File: src/rtl/delay_line_ctrl.sv
// delay_line_ctrl: echo/delay controller that drives an external delay buffer.
// Each accepted sample reads the delayed tap, writes the new sample, then mixes
// y = x + (delayed * gain) >>> 3 with saturation to DATA_WIDTH bits.
// Optional macro DELAY_LINE_FEEDBACK_EN: the mix result, not the raw input,
// is written back to the buffer (recirculating echo); the mix then runs before the write.
module delay_line_ctrl #(
    parameter int DATA_WIDTH = 16,
    parameter int ADDR_WIDTH = 12
) (
    input  logic                  clk,
    input  logic                  rst,
    input  logic [DATA_WIDTH-1:0] sample_in,
    input  logic                  sample_valid,
    input  logic [ADDR_WIDTH-1:0] delay,
    input  logic [3:0]            gain,
    output logic [DATA_WIDTH-1:0] sample_out,
    output logic                  sample_out_valid,
    output logic                  overrun,
    output logic [DATA_WIDTH-1:0] ram_data_in,
    output logic [ADDR_WIDTH-1:0] ram_offset,
    output logic                  ram_wr,
    output logic                  ram_rd,
    input  logic [DATA_WIDTH-1:0] ram_data_out,
    input  logic                  ram_write_finish,
    input  logic                  ram_read_finish,
    input  logic                  ram_available
);

    typedef enum logic [2:0] {
        IDLE,
        RD_REQ,
        RD_WAIT,
        WR_REQ,
        WR_WAIT,
        MIX,
        OUT
    } state_t;

    localparam int MW = DATA_WIDTH + 5;
    localparam logic signed [MW-1:0] SAT_MAX = {{6{1'b0}}, {(DATA_WIDTH-1){1'b1}}};
    localparam logic signed [MW-1:0] SAT_MIN = {{6{1'b1}}, {(DATA_WIDTH-1){1'b0}}};

`ifdef DELAY_LINE_FEEDBACK_EN
    // Recirculating echo: the mix must exist before it can be written back.
    localparam state_t AFTER_READ  = MIX;
    localparam state_t AFTER_MIX   = WR_REQ;
    localparam state_t AFTER_WRITE = OUT;
`else
    // Single-tap echo: the raw sample is stored, mixing happens last.
    localparam state_t AFTER_READ  = WR_REQ;
    localparam state_t AFTER_MIX   = OUT;
    localparam state_t AFTER_WRITE = MIX;
`endif

    state_t                  state_q, state_d;
    logic [DATA_WIDTH-1:0]   sampleX_q, sampleX_d;
    logic [DATA_WIDTH-1:0]   delayed_q, delayed_d;
    logic [DATA_WIDTH-1:0]   sampleOut_q, sampleOut_d;
    logic [ADDR_WIDTH-1:0]   delay_q, delay_d;
    logic [3:0]              gain_q, gain_d;
    logic                    overrun_q, overrun_d;

    logic signed [MW-1:0]    delayedExt, gainExt, sampleExt;
    logic signed [MW-1:0]    mixProduct, mixShift, mixSum;
    logic [DATA_WIDTH-1:0]   mixSat;
    logic [DATA_WIDTH-1:0]   writeValue;

    // Echo arithmetic: widened signed multiply-shift-add, then clamp to the sample range.
    always_comb begin
        delayedExt = {{5{delayed_q[DATA_WIDTH-1]}}, delayed_q};
        gainExt    = {{(MW-4){1'b0}}, gain_q};
        sampleExt  = {{5{sampleX_q[DATA_WIDTH-1]}}, sampleX_q};
        mixProduct = delayedExt * gainExt;
        mixShift   = mixProduct >>> 3;
        mixSum     = sampleExt + mixShift;
        if (mixSum > SAT_MAX) begin
            mixSat = SAT_MAX[DATA_WIDTH-1:0];
        end else if (mixSum < SAT_MIN) begin
            mixSat = SAT_MIN[DATA_WIDTH-1:0];
        end else begin
            mixSat = mixSum[DATA_WIDTH-1:0];
        end
`ifdef DELAY_LINE_FEEDBACK_EN
        writeValue = sampleOut_q;
`else
        writeValue = sampleX_q;
`endif
    end

    // Next-state and buffer request logic; requests only ever come from RD_REQ/WR_REQ.
    always_comb begin
        state_d          = state_q;
        sampleX_d        = sampleX_q;
        delayed_d        = delayed_q;
        sampleOut_d      = sampleOut_q;
        delay_d          = delay_q;
        gain_d           = gain_q;
        overrun_d        = overrun_q | (sample_valid && (state_q != IDLE));
        ram_rd           = 1'b0;
        ram_wr           = 1'b0;
        ram_offset       = '0;
        ram_data_in      = '0;
        sample_out_valid = 1'b0;
        case (state_q)
            IDLE: begin
                if (sample_valid) begin
                    sampleX_d = sample_in;
                    delay_d   = delay;
                    gain_d    = gain;
                    delayed_d = '0;
                    state_d   = (delay == '0) ? AFTER_READ : RD_REQ;
                end
            end
            RD_REQ: begin
                if (ram_available) begin
                    ram_rd     = 1'b1;
                    ram_offset = delay_q;
                    state_d    = RD_WAIT;
                end
            end
            RD_WAIT: begin
                if (ram_read_finish) begin
                    delayed_d = ram_data_out;
                    state_d   = AFTER_READ;
                end
            end
            WR_REQ: begin
                if (ram_available) begin
                    ram_wr      = 1'b1;
                    ram_data_in = writeValue;
                    state_d     = WR_WAIT;
                end
            end
            WR_WAIT: begin
                if (ram_write_finish) begin
                    state_d = AFTER_WRITE;
                end
            end
            MIX: begin
                sampleOut_d = mixSat;
                state_d     = AFTER_MIX;
            end
            OUT: begin
                sample_out_valid = 1'b1;
                state_d          = IDLE;
            end
            default: begin
                state_d = IDLE;
            end
        endcase
    end

    // State and latched-operand registers; reset abandons any transaction in flight.
    always_ff @(posedge clk or negedge rst) begin
        if (!rst) begin
            state_q     <= IDLE;
            sampleX_q   <= '0;
            delayed_q   <= '0;
            sampleOut_q <= '0;
            delay_q     <= '0;
            gain_q      <= '0;
            overrun_q   <= 1'b0;
        end else begin
            state_q     <= state_d;
            sampleX_q   <= sampleX_d;
            delayed_q   <= delayed_d;
            sampleOut_q <= sampleOut_d;
            delay_q     <= delay_d;
            gain_q      <= gain_d;
            overrun_q   <= overrun_d;
        end
    end

    assign sample_out = sampleOut_q;
    assign overrun    = overrun_q;

endmodule
File: config.mk
export PLATFORM = sky130hd
export DESIGN_NAME = delay_line_ctrl
export DESIGN_NICKNAME = d
export VERILOG_FILES = /design/src/rtl/delay_line_ctrl.sv
export SDC_FILE = /design/constraint.sdc
export NUM_CORES = 1
export LEC_CHECK = 0
export CORE_MARGIN = 2
export CORE_UTILIZATION = 56
export CTS_BUF_LIST = sky130_fd_sc_hd__clkbuf_8
export CTS_CLUSTER_DIAMETER = 120
export DETAILED_ROUTE_END_ITERATION = 8
export MAX_ROUTING_LAYER = met4
export PLACE_DENSITY = 0.83
export SLEW_MARGIN = 20
export SYNTH_ARGS = -nofsm -noshare
export SYNTH_HDL_FRONTEND = slang
export SYNTH_SLANG_ARGS = --single-unit
File: constraint.sdc
create_clock -name clk -period 7 [get_ports clk]
set_input_delay 1.4 -clock clk [delete_from_list [all_inputs] [get_ports clk]]
set_output_delay 1.4 -clock clk [all_outputs]
set_load 0.02 [all_outputs]
==> impl_metrics.yaml, run 1 <==
setup_path:
  critical_path.endpoint: "sample_out[9]"
  crit_fanout: 30
  reg2reg_slack_ns: 0.50
  arrival_ns: 6.77
  max_stage_delay_ns: 0.55
  cp-end-kind: "flip-flop"
  cpMaxStageDelayCell: "fa_1"
  rr_endpoint: "sample_out[9]"
  crit_path_start: "gain_q[2]"
  rr_startpoint: "gain_q[2]"
  required_ns: 7.27
  criticalPathCategory: "flip-flop to flip-flop"
  cp-start-kind: "flip-flop"
  worstRegToRegCells: 23
  crit_chain: "and2_1 > ha_1 > fa_1 > inv_1 > fa_1 > inv_1 > ha_1 > and3_1 > a221oi_1 > a21oi_1 > a211o_1 > o31a_1 > a211oi_2 > xnor2_1 > ha_1 > and3_1 > nand4_1 > a21oi_1 > and4bb_1 > xnor2_2 > buf_4 > o41a_1 > a211o_1"
  crit_top_cell: "ha_1"
timing:
  worstMarginPinSlew_ns: 1.10
  period_share: 0.929
  setup_viol: 0
  finClkSkew_ns: 0.00964
  min_period_ns: 6.50
  hold_viol: 0
  grt_setup_unrepaired: "no"
  clock.fmax_mhz: 154
  finalSetupTns_ns: 0
  relSlewSlack: 0.261
  final_max_slew_viol_count: 0
grt:
  grt_use_total: 0.253
  grt_pass1_vias: 5385
  antenna_found_initial: 0
  grt_pass1_wl_um: 25200
  grt_max_degree: 69
  gr-total-overflow: 0
route:
  dr.max_layer_used: "met4"
  drt_first_pass_iters: 5
  post-route-drc-count: 0
  wl_met3_um: 577
  totalWireLength_um: 14600
  via_per_inst: 5.73
  ant_nets: 0
  wire_per_inst_um: 15.7
  wl_met2_um: 7230
  drtIter0Drc: 250
  met1_length_um: 6500
  vias: 5325
floorplanning:
  die_w_um: 110
  ioPinCount: 102
  start_util: 0.581
  die_area_sq_um: 12200
  rows: 38
  die_h_um: 110
  coreArea_sq_um: 10900
logic_synthesis:
  synth_cell_type_count: 57
  synth-edff-count: 0
  synthArstFlopShare: 1.00
  syn_nets: 844
  syn_area_per_cell_sq_um: 9.09
  postSynthCellCount: 699
  synth_warnings: 0
  ys_seq_area_frac: 0.268
  syn_area_sq_um: 6350
  yosys_most_used_dff: "dfrtp_1"
  ys_ff_latch: 68
job:
  maxCapViolations: 0
cts:
  cts_resized: 0
  cts.path.max_buffers: 2
  clkTransAtPathRegs_ns: 0.08
  cts_root_buffer: "clkbuf_8"
  hold_buffers: 0
  clk_latency_ns: 0.38
  clkSinkCount: 68
  cts_tree: "done"
  cts_buffers: 9
  cts_max_level: 3
  cts_setup_buffers: 0
cells_and_area:
  register_area_sq_um: 1700
  drive_above_1_share: 0.0835
  multi_input_comb_area_sq_um: 4320
  antennaDiodeCount: 0
  fillers: 868
  area_growth_pct: 20.9
  fin_util: 0.702
  nNetsFinal: 930
min_path:
  hold_path_class: "flip-flop to flip-flop"
run_status:
  status: "complete, no violations"
placed_design:
  numPortBuffers: 101
  place.gp.congestion: 0.928
  dp_hpwl_um: 11300
## cells in the mapped netlist, types with 7 or more instances
master / n / area share
a21o_1: 12 / 0.014
o21a_1: 7 / 0.0083
o21ai_0: 23 / 0.018
o21ai_1: 9 / 0.0071
o41ai_1: 11 / 0.015
nand2_1: 71 / 0.042
ha_1: 57 / 0.11
nand2b_1: 8 / 0.0079
mux2_2: 32 / 0.057
and2_1: 78 / 0.077
inv_1: 62 / 0.037
xor2_1: 11 / 0.015
dfrtp_1: 68 / 0.27
fa_1: 34 / 0.11
nand3_1: 27 / 0.021
buf_2: 7 / 0.0055
xnor2_1: 21 / 0.029
a41oi_1: 10 / 0.014
and3_1: 12 / 0.012
a21oi_1: 23 / 0.018
clkbuf_1: 24 / 0.014
nor2_1: 24 / 0.014
## kinds of logic after synthesis
| kind of cell | synth area share |
|---|---|
| AO/OA/AOI/OAI | 0.144 |
| adder cells (fa/ha/maj) | 0.219 |
| AND/OR/NAND/NOR | 0.202 |
| XOR/XNOR | 0.0441 |
| multiplexers | 0.0646 |
| flip-flops | 0.268 |
| buffers and inverters | 0.0575 |
## cells in the final DEF, fill, tap and decap left out, types with 4 or more instances in the layout
cell type / Yosys / routed
nand2b_1: 8 / 8
o41ai_1: 11 / 11
a211oi_1: 5 / 4
xor2_1: 11 / 11
o211ai_1: 4 / 4
buf_4: 1 / 6
mux2i_1: 5 / 5
nand4_1: 4 / 4
clkbuf_8: 0 / 9
o21a_1: 7 / 7
a41oi_1: 10 / 10
clkdlybuf4s50_1: 0 / 100
nand2_1: 71 / 71
ha_1: 57 / 57
and2_1: 78 / 78
mux2_2: 32 / 32
a21oi_1: 23 / 23
and3_1: 12 / 12
nor2_1: 24 / 23
o21ai_1: 9 / 9
xnor2_1: 21 / 19
nand3_1: 27 / 27
o21ai_0: 23 / 23
fa_1: 34 / 34
a21o_1: 12 / 12
dfrtp_1: 68 / 66
nand3b_1: 4 / 4
inv_1: 62 / 62
a31oi_1: 4 / 4
## sequential cells by signal, summed over array words and instances, names as in the netlist
register    cells
delay_q        12
sampleX_q      16
sample_out     16
gain_q          4
delayed_q      16
state_q         3
overrun         1
## per-stage QoR
stage / worst slack (ns) / instances / instance area, sq um / hold slack [ns]
CTS: 0.370 / 930 / 7670 / 0.475
finish: 0.500 / 930 / 7680 / 0.477
detailed placement: 0.428 / 914 / 7470 / 0.457
floorplan: 1.01 / 699 / 6350 / 0.472
global placement: 0.560 / 914 / 7470 / 0.443
global route: 0.0588 / 930 / 7680 / 0.497
## worst min-delay path by stage
stage,start,slack (ns),cells after the start,endpoint
after floorplan,delay_q[0],0.47,1,delay_q[0]
after global placement,overrun,0.44,1,overrun
after detailed placement,overrun,0.46,1,overrun
after CTS,overrun,0.47,1,overrun
after global routing,overrun,0.50,1,overrun
final,overrun,0.48,1,overrun
## area by class of cell
class                           instances  share of cell area
Multi-Input combinational cell        537               0.562
Sequential cell                        68               0.222
Timing Repair Buffer                  107               0.137
Inverter                               62              0.0303
Tap cell                              140              0.0228
Clock buffer                            9              0.0161
Clock inverter                          7             0.00978
## critical path: cells and delay by family, from the launching register on
family	cells	cell delay, ns
AOI/OAI and AO/OA	8	2.24
adders and majority gates	5	2.14
and+or+nand+nor	5	0.94
DFF	1	0.50
buffers and inverters	3	0.32
xor gates and xnor gates	2	0.24
## metal layers
| metal | track usage | up-vias |
|---|---|---|
| met1 | 0.320 | 2564 |
| met3 | 0.0368 | 24 |
| met5 | - | - |
| li1 | - | 2593 |
| met4 | 0.0825 | 0 |
| met2 | 0.422 | 144 |
Power of run 1 is left out: the tool's default activity adds up to more than one toggle a clock period on the data nets, which glitch-free logic cannot reach.
==> inputs of run 2 (changes only) <==
Settings changed: RECOVER_POWER from default to 50.
==> run 2 against run 1 <==
The flow now finishes with violations (max-capacitance violations, max-slew violations). Sequential cell count unchanged. Worst setup slack better by 0.00072 ns. Wire length up 0.18%. Non-clock buffer count unchanged. Die area unchanged. First-iteration DRC count up 1.2%. Cell area down 0.15%. Register-to-register slack about the same. Sequential share of layout area about the same.
==> impl_metrics.yaml, run 2 (synthesis results as in run 1) <==
timing:
  finClkSkew_ns: 0.00993
  relSlewSlack: -1.38
  setup_viol: 0
  min_period_ns: 6.50
  final_max_slew_viol_count: 102
  hold_viol: 0
  finalSetupTns_ns: 0
  clock.fmax_mhz: 154
  worstMarginPinSlew_ns: 3.58
  period_share: 0.928
  grt_setup_unrepaired: "no"
floorplanning:
  start_util: 0.581
  die_w_um: 110
  die_area_sq_um: 12200
  coreArea_sq_um: 10900
  ioPinCount: 102
  rows: 38
  die_h_um: 110
cells_and_area:
  stdcell_count: 930
  nNetsFinal: 930
  antennaDiodeCount: 0
  final_common_cell: "clkdlybuf4s50_1"
  drive_above_1_share: 0.0810
  final_cell_mix: "clkdlybuf4s50_1 (81), and2_1 (78), nand2_1 (71)"
  area_growth_pct: 20.7
grt:
  grt_max_degree: 69
  grt_use_total: 0.253
  grt_pass1_wl_um: 25200
  gr-total-overflow: 0
  antenna_found_initial: 0
  grt_pass1_vias: 5385
min_path:
  hold_path_class: "flip-flop to flip-flop"
cts:
  cts_buffers: 9
  cts_max_level: 3
  clk_latency_ns: 0.38
  cts_tree: "done"
  cts.path.max_buffers: 2
  cts_setup_buffers: 0
  clkSinkCount: 68
  clkTransAtPathRegs_ns: 0.08
  hold_buffers: 0
  cts_root_buffer: "clkbuf_8"
route:
  ant_nets: 0
  post-route-drc-count: 0
  drtIter0Drc: 253
  vias: 5327
  totalWireLength_um: 14600
  via_per_inst: 5.73
  wire_per_inst_um: 15.7
  drt_first_pass_iters: 5
setup_path:
  path_delay_family: "compound AO/OA/AOI/OAI gates"
  arrival_ns: 6.77
  cp-start-kind: "flip-flop"
  criticalPathCategory: "flip-flop to flip-flop"
  required_ns: 7.27
  crit_chain: "and2_1 > ha_1 > fa_1 > inv_1 > fa_1 > inv_1 > ha_1 > and3_1 > a221oi_1 > a21oi_1 > a211o_1 > o31a_1 > a211oi_2 > xnor2_1 > ha_1 > and3_1 > nand4_1 > a21oi_1 > and4bb_1 > xnor2_2 > buf_4 > o41a_1 > a211o_1"
  crit_fanout: 30
  cpMaxStageDelayCell: "fa_1"
  cp-end-kind: "flip-flop"
  critPathBufInv: 3
  max_stage_delay_ns: 0.55
  crit_top_cell: "ha_1"
placed_design:
  dp_hpwl_um: 11300
  placed_cells: 914
  numPortBuffers: 101
  place.gp.congestion: 0.928
job:
  maxCapViolations: 2
run_status:
  violations: "max-capacitance violations, max-slew violations"
  status: "complete, but fails checks"
[run 2: cell types whose count changed in the layout (fill, tap and decap cells not counted)]
| cell | delta |
|---|---|
| clkdlybuf4s50_1 | -19 |
| buf_4 | -1 |
| clkbuf_1 | +1 |
| dlygate4sd3_1 | +19 |
| nor2_1 | +1 |
| nor2_4 | -1 |
[run 2: cell type report]
class	count	area [sq um]
Multi-Input combinational cell	537	4310
Fill cell	872	3270
Sequential cell	68	1700
Timing Repair Buffer	107	1050
Inverter	62	233
Tap cell	140	175
Clock buffer	9	124
Clock inverter	7	75.1
[run 2: repair_timing]
item | CTS | global route
resized for setup | 0 | 3
hold endpoints to repair | 0 | 0
setup endpoints to repair | 0 | 1
[run 2: worst paths after layout]
kind | startpoint | end | slack, ns | cells past startpoint
worst max-delay path | gain_q[2] | sample_out[9] | 0.50 | 23
worst min-delay path | overrun | overrun | 0.47 | 1
worst max register to register | gain_q[2] | sample_out[9] | 0.50 | 23
worst min register to register | overrun | overrun | 0.47 | 1
max in group asynchronous | rst | gain_q[2] | 2.37 | 2
min in group asynchronous | rst | sample_out[1] | 2.34 | 2
[run 2: stage by stage]
stage	util	area (sq um)	worst slack [ns]	hold slack (ns)
finish	0.701	7670	0.501	0.471
global route	0.701	7670	0.0588	0.500
CTS	0.701	7670	0.370	0.475
detailed placement	0.683	7470	0.428	0.457
global placement	0.683	7470	0.560	0.443
floorplan	-	6350	1.01	0.472
[run 2: per-layer routing]
layer | wire length [um] | part of all wire | track usage | vias up
li1 | - | - | - | 2594
met1 | 6510 | 0.45 | 0.320 | 2573
met2 | 7260 | 0.50 | 0.422 | 136
met3 | 569 | 0.039 | 0.0368 | 24
met4 | 243 | 0.017 | 0.0825 | 0
met5 | 0 | 0 | - | -
Power of run 2 is left out for the same reason.
